`config.mk`:
```
export PLATFORM = sky130hd
export DESIGN_NAME = long_mul_unit
export DESIGN_NICKNAME = d
export VERILOG_FILES = /design/src/rtl/long_mul_unit_pkg.sv /design/src/rtl/long_mul_unit.sv
export SDC_FILE = /design/constraint.sdc
export NUM_CORES = 1
export LEC_CHECK = 0
export BUFFER_PORTS_ARGS = -buffer_cell sky130_fd_sc_hd__clkbuf_2
export CORE_ASPECT_RATIO = 2
export CORE_UTILIZATION = 40
export CTS_CLUSTER_SIZE = 12
export DETAILED_ROUTE_END_ITERATION = 16
export PLACE_DENSITY_LB_ADDON = 0.3
export REMOVE_ABC_BUFFERS = 1
export SLEW_MARGIN = 10
export SYNTH_ARGS = -nofsm -noshare
export SYNTH_HDL_FRONTEND = slang
export SYNTH_SLANG_ARGS = --single-unit
```
`constraint.sdc`:
```
create_clock -name clk -period 4.05 [get_ports clk]
set_input_delay 0.81 -clock clk [delete_from_list [all_inputs] [get_ports clk]]
set_output_delay 0.81 -clock clk [all_outputs]
set_load 0.01 [all_outputs]
```
`src/rtl/long_mul_unit_pkg.sv`:
```
// Shared definitions for the iterative long multiplier: FSM states, the
// default operand width and the {N,Z} flag bit positions used by condition logic.
package long_mul_unit_pkg;

  typedef enum logic [1:0] {
    IDLE = 2'b00,
    RUN  = 2'b01,
    DONE = 2'b10
  } mul_state_t;

  localparam int MUL_WIDTH = 32;
  localparam int N_IDX     = 1;
  localparam int Z_IDX     = 0;

endpackage

```
`src/rtl/long_mul_unit.sv`:
```
// Radix-2 shift-add multiplier for MUL/UMULL/SMULL: sign-magnitude iteration
// over WIDTH cycles, 2*WIDTH-bit product and {N,Z} flags behind a start/busy/done handshake.
module long_mul_unit
  import long_mul_unit_pkg::*;
#(
  parameter int WIDTH = MUL_WIDTH,
  parameter int CNTW  = $clog2(WIDTH)
) (
  input  logic             clk,
  input  logic             reset,
  input  logic             Start,
  input  logic             Signed,
  input  logic             LongFlag,
  input  logic [WIDTH-1:0] SrcA,
  input  logic [WIDTH-1:0] SrcB,
  output logic             Busy,
  output logic             Done,
  output logic [WIDTH-1:0] ResultLo,
  output logic [WIDTH-1:0] ResultHi,
  output logic [1:0]       MulFlags
);

  mul_state_t state_q, state_nx;
  logic [CNTW-1:0] cnt_q;
  logic [WIDTH:0]  acc_q;
  logic [WIDTH-1:0] mreg_q, maga_q;
  logic            negres_q, long_q;

  logic              accept, last;
  logic signed [WIDTH-1:0] srca_s, srcb_s;
  logic [WIDTH-1:0]  mag_a, mag_b;
  logic [WIDTH:0]    sum;
  logic [2*WIDTH-1:0] prod_mag, prod;
  logic [1:0]        flags_nx;

  assign Busy   = (state_q == RUN);
  assign Done   = (state_q == DONE);
  assign accept = Start && ((state_q == IDLE) || (state_q == DONE));
  assign last   = (state_q == RUN) && (cnt_q == CNTW'(WIDTH - 1));

  // Operand magnitudes; negating the most negative value yields 2^(WIDTH-1), still exact unsigned.
  assign srca_s = SrcA;
  assign srcb_s = SrcB;
  assign mag_a  = (Signed && (srca_s < 0)) ? WIDTH'(-srca_s) : SrcA;
  assign mag_b  = (Signed && (srcb_s < 0)) ? WIDTH'(-srcb_s) : SrcB;

  // One iteration: conditional add keeps the carry, then {sum, mreg} shifts right by one.
  assign sum      = acc_q + (mreg_q[0] ? {1'b0, maga_q} : '0);
  assign prod_mag = {sum, mreg_q[WIDTH-1:1]};
  assign prod     = negres_q ? (~prod_mag + 1'b1) : prod_mag;

  always_comb begin
    flags_nx        = '0;
    flags_nx[N_IDX] = long_q ? prod[2*WIDTH-1] : prod[WIDTH-1];
    flags_nx[Z_IDX] = long_q ? (prod == '0) : (prod[WIDTH-1:0] == '0);
  end

  always_comb begin
    state_nx = state_q;
    unique case (state_q)
      IDLE:    if (Start) state_nx = RUN;
      RUN:     if (last) state_nx = DONE;
      DONE:    state_nx = Start ? RUN : IDLE;
      default: state_nx = IDLE;
    endcase
  end

  always_ff @(posedge clk) begin
    if (reset) begin
      state_q  <= IDLE;
      cnt_q    <= '0;
      ResultLo <= '0;
      ResultHi <= '0;
      MulFlags <= '0;
    end else begin
      state_q <= state_nx;
      if (accept) begin
        cnt_q <= '0;
      end else if (state_q == RUN) begin
        cnt_q <= cnt_q + CNTW'(1);
        if (last) begin
          ResultLo <= prod[WIDTH-1:0];
          ResultHi <= prod[2*WIDTH-1:WIDTH];
          MulFlags <= flags_nx;
        end
      end
    end
  end

  // Datapath registers; only meaningful between acceptance and the DONE edge.
  always_ff @(posedge clk) begin
    if (accept) begin
      maga_q   <= mag_a;
      mreg_q   <= mag_b;
      acc_q    <= '0;
      negres_q <= Signed & (SrcA[WIDTH-1] ^ SrcB[WIDTH-1]);
      long_q   <= LongFlag;
    end else if (state_q == RUN) begin
      acc_q  <= {1'b0, sum[WIDTH:1]};
      mreg_q <= {sum[0], mreg_q[WIDTH-1:1]};
    end
  end

endmodule

```
After elaboration in Yosys (flattened, before gate mapping) --
Index checks and enable logic that the tools add are counted.
Word-level totals: bits in registers 171, bits of input ports 69, output and inout bits 68, logic and storage cells 50
Cells by class: $add $sub $neg 5, magnitude comparators 2, equality and inequality tests 5, multiplexer cells 12, bitwise gates (word level) 4, reductions and logical operators 12
Operator list (number):
- $mux W32 | 5
- $add A64 B1 Y64 const B | 1
- $logic_not A64 Y1 | 1
- $lt A32 B1 Y1 const B | 2
- $mux W64 | 1
- $neg A32 Y32 | 2
- $not A64 Y64 | 1
- $add A32 B32 Y33 | 1
- $logic_not A32 Y1 | 1
- $pmux W2 S3 | 1
- $add A5 B1 Y5 const B | 1
- $eq A5 B5 Y1 const B | 1
- $logic_and A1 B1 Y1 | 4
- $mux W2 | 2
- $mux W1 | 3
- $reduce_and A3 Y1 | 1
- $eq A2 B1 Y1 const B | 1
- $eq A2 B2 Y1 const B | 1
- $logic_not A2 Y1 | 1
- $ne A2 B1 Y1 const B | 1
- $ne A2 B2 Y1 const B | 1
- $reduce_and A2 Y1 | 1
- $reduce_bool A2 Y1 | 1
- $reduce_or A2 Y1 | 1
- 4 further kinds | 4

Logic depth before layout (Yosys ltp) --
Gate-level depths: netlist of run 1.
depth in word-level cells 7, depth in mapped cells 17, mapped depth without buffers 16

Worst setup path after synthesis of run 1 --
OpenSTA, ideal clock, no wires.
kind flip-flop to flip-flop, start register mreg_q[0], end register MulFlags[1], library setup time 0.078 ns, arrival time 4.177 ns, data required time 3.972 ns, path slack -0.205 ns, stages on the path, launching flop included 18, path buffers 1, path through edfxtp_1 clkbuf_1 and2_1 ha_1 inv_1 fa_1 nor2b_1 o2111ai_1 a211oi_1 nor3_1 o21ai_0 xnor2_1 nand3_1 or4_1 o41ai_1 xnor2_1 a21oi_1 nor3_1
On the way: word-level cells in the longest chain between the ends 6
Ends and longest elaborated chain:
- start, declared | line long_mul_unit.sv:26 | logic [WIDTH-1:0] mreg_q, maga_q;
- start signal, assigned | line long_mul_unit.sv:94 | mreg_q <= mag_b;
- start signal, assigned | line long_mul_unit.sv:100 | mreg_q <= {sum[0], mreg_q[WIDTH-1:1]};
- $mux W32 * | line long_mul_unit.sv:48 | assign sum = acc_q + (mreg_q[0] ? {1'b0, maga_q} : '0);
- $add A32 B32 Y33 * | line long_mul_unit.sv:48
- $not A64 Y64 | line long_mul_unit.sv:50 | assign prod = negres_q ? (~prod_mag + 1'b1) : prod_mag;
- $add A64 B1 Y64 | line long_mul_unit.sv:50
- $mux W64 * | line long_mul_unit.sv:50
- $mux W1 * | line long_mul_unit.sv:54 | flags_nx[N_IDX] = long_q ? prod[2*WIDTH-1] : prod[WIDTH-1];
- end signal, assigned | line long_mul_unit.sv:84 | MulFlags <= flags_nx;
- end, declared | line long_mul_unit.sv:20 | output logic [1:0] MulFlags
Mark *: on every way between the ends. The rest lies on a longest branch, timed or not. A chain may end at the register's enable or synchronous reset.

Worst setup path after layout of run 1 --
start register mreg_q[0], end register MulFlags[0]
On the way: word-level cells in the longest chain between the ends 7
Ends and longest elaborated chain:
- $mux W32 * | line long_mul_unit.sv:48
- $add A32 B32 Y33 * | line long_mul_unit.sv:48
- $not A64 Y64 | line long_mul_unit.sv:50
- $add A64 B1 Y64 | line long_mul_unit.sv:50
- $mux W64 * | line long_mul_unit.sv:50
- $logic_not A64 Y1 or $logic_not A32 Y1 (tied branches) | line long_mul_unit.sv:55 | flags_nx[Z_IDX] = long_q ? (prod == '0) : (prod[WIDTH-1:0] == '0);
- $mux W1 * | line long_mul_unit.sv:55
Marked as above.

==> metrics.yaml, run 1 <==
hold_violations: 0
final_util_pct: 53.0
instances_no_fill: 2029
grt_pass1_wl_mm: 62.6
cts.sinks: 171
synth_top_family_by_area: "compound AO/OA/AOI/OAI gates"
cts_buffers: 17
drive_gt1_share_pct: 28.2
synth_top_area_share_pct: 18.2
dr.pass1.iters: 7
reg2reg_to: "MulFlags[0]"
status: "finished, violations left"
synth.distinct_cells: 78
maxCapViolCount: 0
setup_violations: 1
crit_arrival_ns: 4.47
dp.cells: 1988
rows: 87
rsz0062_at_grt: "yes"
cts_buffer_depth: 2
via_per_inst: 5.73
pin_count: 137
clock_latency_ns: 0.46
synth_ff_type: "dfxtp_1"
synthSimpleGateAreaFrac_pct: 21.9
drt_iter0_drc: 540
synth_adder_area_share_pct: 4.18
fin_ws_ns: -0.0313
synthToLayoutAreaGrowth_pct: 29.8
antenna_found_initial: 0
met2_usage_pct: 55.7
synth_edf_count: 66
crit_path_end_kind: "flop"
h-tree-depth: 4
cts_hold_buffers: 0
endpoint: "MulFlags[0]"
multi_input_area_mm2: 0.00745
startpoint_type: "flop"
vias: 11619
yosysSeqAreaShare_pct: 35.3
dieArea_mm2: 0.0296
violations: "negative setup slack"
ant_nets: 0
nFillCells: 2753
slew_violations: 0
grt_overflow: 0
synthesis.instances: 1377
postSynthAreaPerCell_um2: 8.39
grt_max_degree: 86
cts_tree: "yes"
skew_ns: 0.0112
regArea_mm2: 0.00408
hpwl_mm: 32.0
cts_root_buf: "clkbuf_16"
core_area_mm2: 0.0283
drc: 0
busiest_layer: "met2"
yosys-top-cells-area: "dfxtp_1 (18%), edfxtp_1 (17%), xor2_1 (5.8%)"
synth_xor_area_share_pct: 11.3
gp_congestion: 1.02
final_cell_area_mm2: 0.0150
min_period_over_period_pct: 101
slew_headroom_pct: 48.1
grtUsageMet1_pct: 22.8
holdWs_ns: 0.460
r2r_cells: 18
r2r_setup_slack_ns: -0.03
peakVddDrop_mv: 0.343
synthArstFlopShare_pct: 0
fmax_mhz: 245
final_common_cell: "buf_4"
path_max_fanout: 4
hold_path_class: "flop to flop"
worstMarginPinSlew_ns: 0.779
path_clk_slew_ns: 0.07
synth_compound_area_share_pct: 22.8
port_buffers: 136
wl_per_cell_um: 20.2
p_leak_nw: 6.01
syn_area_mm2: 0.0116
r2r-start: "mreg_q[0]"
die_y_um: 242
critPathLaunch: "mreg_q[0]"
crit_type: "flop to flop"
grt_usage_pct: 28.5
start_util_pct: 40.8
dpl_cell_area_mm2: 0.0139
wirelength_mm: 41.0
die_w_um: 122
ys_seq_elements: 171
final_cell_mix: "buf_4 (211), clkbuf_2 (136), nand2_1 (132)"
diodes: 0
synth_area_leader_cell: "dfxtp_1"
fin_nets: 1767
synth_mux_area_share_pct: 0.693
yosys_warnings: 0
critPathRequiredTime_ns: 4.44
power.total_mw: 6.77
period_needed_ns: 4.08
powerDensity_mw_per_mm2: 452
grt_pass1_vias: 11797
met3_usage_pct: 4.78
[cells in the mapped netlist (4+ instances only)]
| master | count |
|---|---|
| nand2_1 | 133 |
| o31ai_1 | 26 |
| or3_1 | 20 |
| and3_1 | 10 |
| clkbuf_1 | 75 |
| xnor2_1 | 73 |
| o21ai_0 | 103 |
| nor2_1 | 130 |
| dfxtp_1 | 105 |
| nor3_1 | 42 |
| nor4_1 | 20 |
| a21boi_0 | 7 |
| a31oi_1 | 8 |
| or4_1 | 10 |
| and2_1 | 42 |
| xor2_1 | 76 |
| o21a_1 | 7 |
| o211ai_1 | 7 |
| mux2i_1 | 8 |
| edfxtp_1 | 66 |
| nor3b_1 | 4 |
| nand4_1 | 22 |
| o41ai_1 | 13 |
| inv_1 | 28 |
| buf_1 | 9 |
| a21oi_1 | 71 |
| a22o_1 | 19 |
| o2111ai_1 | 7 |
| ha_1 | 37 |
| o22ai_1 | 4 |
| nand2b_1 | 9 |
| o2111a_1 | 4 |
| a21o_1 | 10 |
| o21bai_1 | 4 |
| a211oi_1 | 64 |
| nand3_1 | 20 |
| or2_2 | 5 |
| a211o_1 | 8 |
| and4_1 | 8 |
[routing by layer]
metal	share of wire, %	wire (um)
met1	31	12600
met2	56	22800
met3	3.3	1350
met4	10	4240
met5	0	0
[layout make-up]
cell class / instances / share of cell area (%)
clock buffers: 21 / 3.21
repair buffers: 351 / 15.5
well taps: 356 / 2.97
inverters: 29 / 0.726
flip-flops and latches: 171 / 27.2
clock inverters: 11 / 0.643
multi-input cells: 1090 / 49.7
[what timing repair did]
action | in CTS | in global routing
gates resized for setup | 26 | 58
buffers inserted | 4 | 5
endpoints found under the setup margin | 4 | 12
pin swaps | 8 | 21
[worst min path at each step]
| stage | start | to | slack [ns] | depth (start not counted) |
|---|---|---|---|---|
| CTS | ResultHi[0] | ResultHi[0] | 0.46 | 2 |
| floorplan | acc_q[0] | acc_q[0] | 0.43 | 2 |
| finish | ResultHi[24] | ResultHi[24] | 0.46 | 2 |
| global placement | acc_q[25] | acc_q[25] | 0.44 | 2 |
| detailed placement | acc_q[26] | acc_q[26] | 0.45 | 2 |
| global route | ResultHi[0] | ResultHi[0] | 0.48 | 2 |
[power breakdown]
part           leakage (nW)  switching (mW)  internal (mW)
combinational          4.23            1.63           1.34
sequential             1.50           0.192           1.97
clock                 0.287           0.758          0.873
total                  6.01            2.58           4.19
[metrics by stage]
stage	TNS, ns	setup WS (ns)
2_1_floorplan	-43.42	-1.13
3_3_place_gp	-0.281	-0.117
5_1_grt	-0.584	-0.216
4_1_cts	-0.0172	-0.0172
6_report	-0.0313	-0.0313
3_5_place_dp	-0.460	-0.169
[logic make-up after synthesis]
kind of cell,Yosys count
xor gates and xnor gates,149
buffers and inverters,116
DFF,171
and+or+nand+nor,502
muxes,8
AOI/OAI and AO/OA,393
adders and majority gates,38
[registers in the layout (all words and copies together) (netlist names), 2 cells and up]
| name | cells |
|---|---|
| state_q | 2 |
| MulFlags | 2 |
| ResultHi | 32 |
| ResultLo | 32 |
| maga_q | 32 |
| mreg_q | 32 |
| cnt_q | 5 |
| acc_q | 32 |
[worst max-delay path: stages (launching register included)]
cell and delay [ns]:
edfxtp_1 0.42, and2_1 0.17, ha_1 0.19, inv_1 0.07
fa_2 0.23, nand2b_4 0.15, a21oi_2 0.06, buf_4 0.14
o211ai_1 0.33, buf_4 0.19, a211oi_2 0.10, a211o_1 0.30
or4b_4 0.52, or3_1 0.34, a21oi_1 0.15, o21ai_0 0.15
nor4_2 0.24, nand4_1 0.14, o21ai_1 0.14
No activity file was read; power rests on OpenSTA's default activity.
==> run 2: changes to the inputs <==
--- a/config.mk
+++ b/config.mk
@@ -16,3 +16,4 @@
 export SYNTH_ARGS = -nofsm -noshare
 export SYNTH_HDL_FRONTEND = slang
 export SYNTH_SLANG_ARGS = --single-unit
+export TNS_END_PERCENT = 20
==> run 2 against run 1 <==
  * The flow still finishes with violations (negative setup slack)
  * Fmax shrank 0.55%
  * Largest power group unchanged
  * Utilization shrank 0.20 points
  * Clock skew is essentially flat
  * Register-to-register slack lost 0.02 ns
  * Non-clock buffer count is the same
  * Worst hold slack lost 0.00096 ns
  * Clock power is essentially flat
  * Final cell count is the same
  * Highest routed layer unchanged
  * Sequential cell count is the same
  * Via count grew 0.16%
  * Wire length grew 0.13%
==> metrics.yaml, run 2 (same netlist as run 1, synthesis figures left out) <==
status: "finished, violations left"
violations: "negative setup slack"
cts_buffers: 17
final_util_pct: 52.8
final_cell_area_mm2: 0.0149
core_area_mm2: 0.0283
grt_overflow: 0
critPathLaunch: "mreg_q[0]"
fin_nets: 1767
diodes: 0
path_clk_slew_ns: 0.07
synthToLayoutAreaGrowth_pct: 29.3
rows: 87
peakVddDrop_mv: 0.342
vias: 11638
fin_ws_ns: -0.0538
worstMarginPinSlew_ns: 0.784
die_w_um: 122
critPathRequiredTime_ns: 4.40
cts.sinks: 171
final_common_cell: "buf_4"
crit_path_end_kind: "flop"
drt_iter0_drc: 579
powerDensity_mw_per_mm2: 451
hpwl_mm: 32.0
dr.pass1.iters: 7
drc: 0
hold_violations: 0
pin_count: 137
p_leak_nw: 6.00
ant_nets: 0
cts_root_buf: "clkbuf_16"
hold_depth: 2
gp_congestion: 1.02
skew_ns: 0.0110
dieArea_mm2: 0.0296
setup_violations: 1
busiest_layer: "met2"
drive_gt1_share_pct: 27.7
met3_usage_pct: 4.78
grtUsageMet1_pct: 22.8
rsz0062_at_grt: "yes"
via_per_inst: 5.74
path_max_fanout: 14
cts_buffer_depth: 2
grt_pass1_vias: 11797
h-tree-depth: 4
grt_max_degree: 86
clock_latency_ns: 0.46
wirelength_mm: 41.1
crit_arrival_ns: 4.45
grt_pass1_wl_mm: 62.6
crit_type: "flop to flop"
slew_headroom_pct: 47.7
die_y_um: 242
wl_per_cell_um: 20.2
final_cell_mix: "buf_4 (212), clkbuf_2 (136), nand2_1 (132)"
holdWs_ns: 0.459
cts_hold_buffers: 0
pre_cts_slack_ns: -0.169
fmax_mhz: 244
period_needed_ns: 4.10
hp-start: "ResultHi[24]"
r2r_cells: 17
port_buffers: 136
hold_path_class: "flop to flop"
met2_usage_pct: 55.7
min_period_over_period_pct: 101
r2r-start: "mreg_q[0]"
antenna_found_initial: 0
dpl_cell_area_mm2: 0.0139
grt_usage_pct: 28.6
maxCapViolCount: 0
start_util_pct: 40.8
cts_tree: "yes"
slew_violations: 0
startpoint_type: "flop"
==> run 2: cell count changes in the layout (fill, tap and decap cells not counted), moves of 2 or more <==
cell,before,now
o41ai_2,2,5
o41ai_1,11,8
a211oi_2,5,3
o21ai_1,9,11
and2_4,3,1
or4b_4,2,4
and2_1,39,41
a21boi_1,0,2
a211oi_1,59,61
o21ai_2,3,1
ha_1,28,30
ha_4,8,5
==> run 2: area by class of cell <==
class	count	area, um2
Fill cell	2747	13400
Multi-Input combinational cell	1090	7400
Sequential cell	171	4080
Timing Repair Buffer	351	2320
Clock buffer	21	482
Tap cell	356	445
Inverter	29	109
Clock inverter	11	96.3
==> run 2: worst paths after layout <==
kind / endpoint / slack (ns)
setup / recovery: MulFlags[0] / -0.05
hold / removal: ResultHi[24] / 0.46
setup reg to reg: MulFlags[0] / -0.05
hold reg to reg: ResultHi[24] / 0.46
==> run 2: per-stage QoR <==
stage	total power [mW]	cells	setup TNS, ns
6_report	6.74	2029	-0.0538
5_1_grt	7.06	2029	-0.912
4_1_cts	6.63	2024	-0.0305
3_5_place_dp	4.93	1988	-0.460
3_3_place_gp	4.91	1988	-0.281
2_1_floorplan	3.53	1290	-43.42
==> run 2: critical path, cell delays in order (launching register included) <==
cell and delay, ns:
edfxtp_1 0.42, buf_6 0.16, and2_1 0.18, ha_4 0.25, buf_4 0.15, or2_2 0.28
a21o_1 0.20, and2_1 0.17, or4b_4 0.49, or4_4 0.48, nor3_2 0.13, nand4_1 0.16
buf_4 0.18, o2111ai_1 0.18, o31ai_1 0.11, o2111a_1 0.27, nand4_1 0.11, o21ai_1 0.07
==> run 2: power breakdown <==
part	internal (mW)	switching (mW)	total [mW]
clock	0.873	0.756	1.63
combinational	1.32	1.62	2.94
sequential	1.97	0.194	2.17
total	4.17	2.57	6.74
==> run 2: timing repair <==
action | CTS | global route
endpoints found under the setup margin | 4 | 12
pin swaps | 8 | 21
gates resized for setup | 24 | 51
setup buffers | 4 | 5
==> run 2: layer usage <==
metal / part of all wire (%) / wire length [um] / vias to the layer above
li1: - / - / 5642
met1: 31 / 12600 / 5460
met2: 56 / 22900 / 363
met3: 3.6 / 1470 / 173
met4: 10 / 4170 / 0
met5: 0 / 0 / -
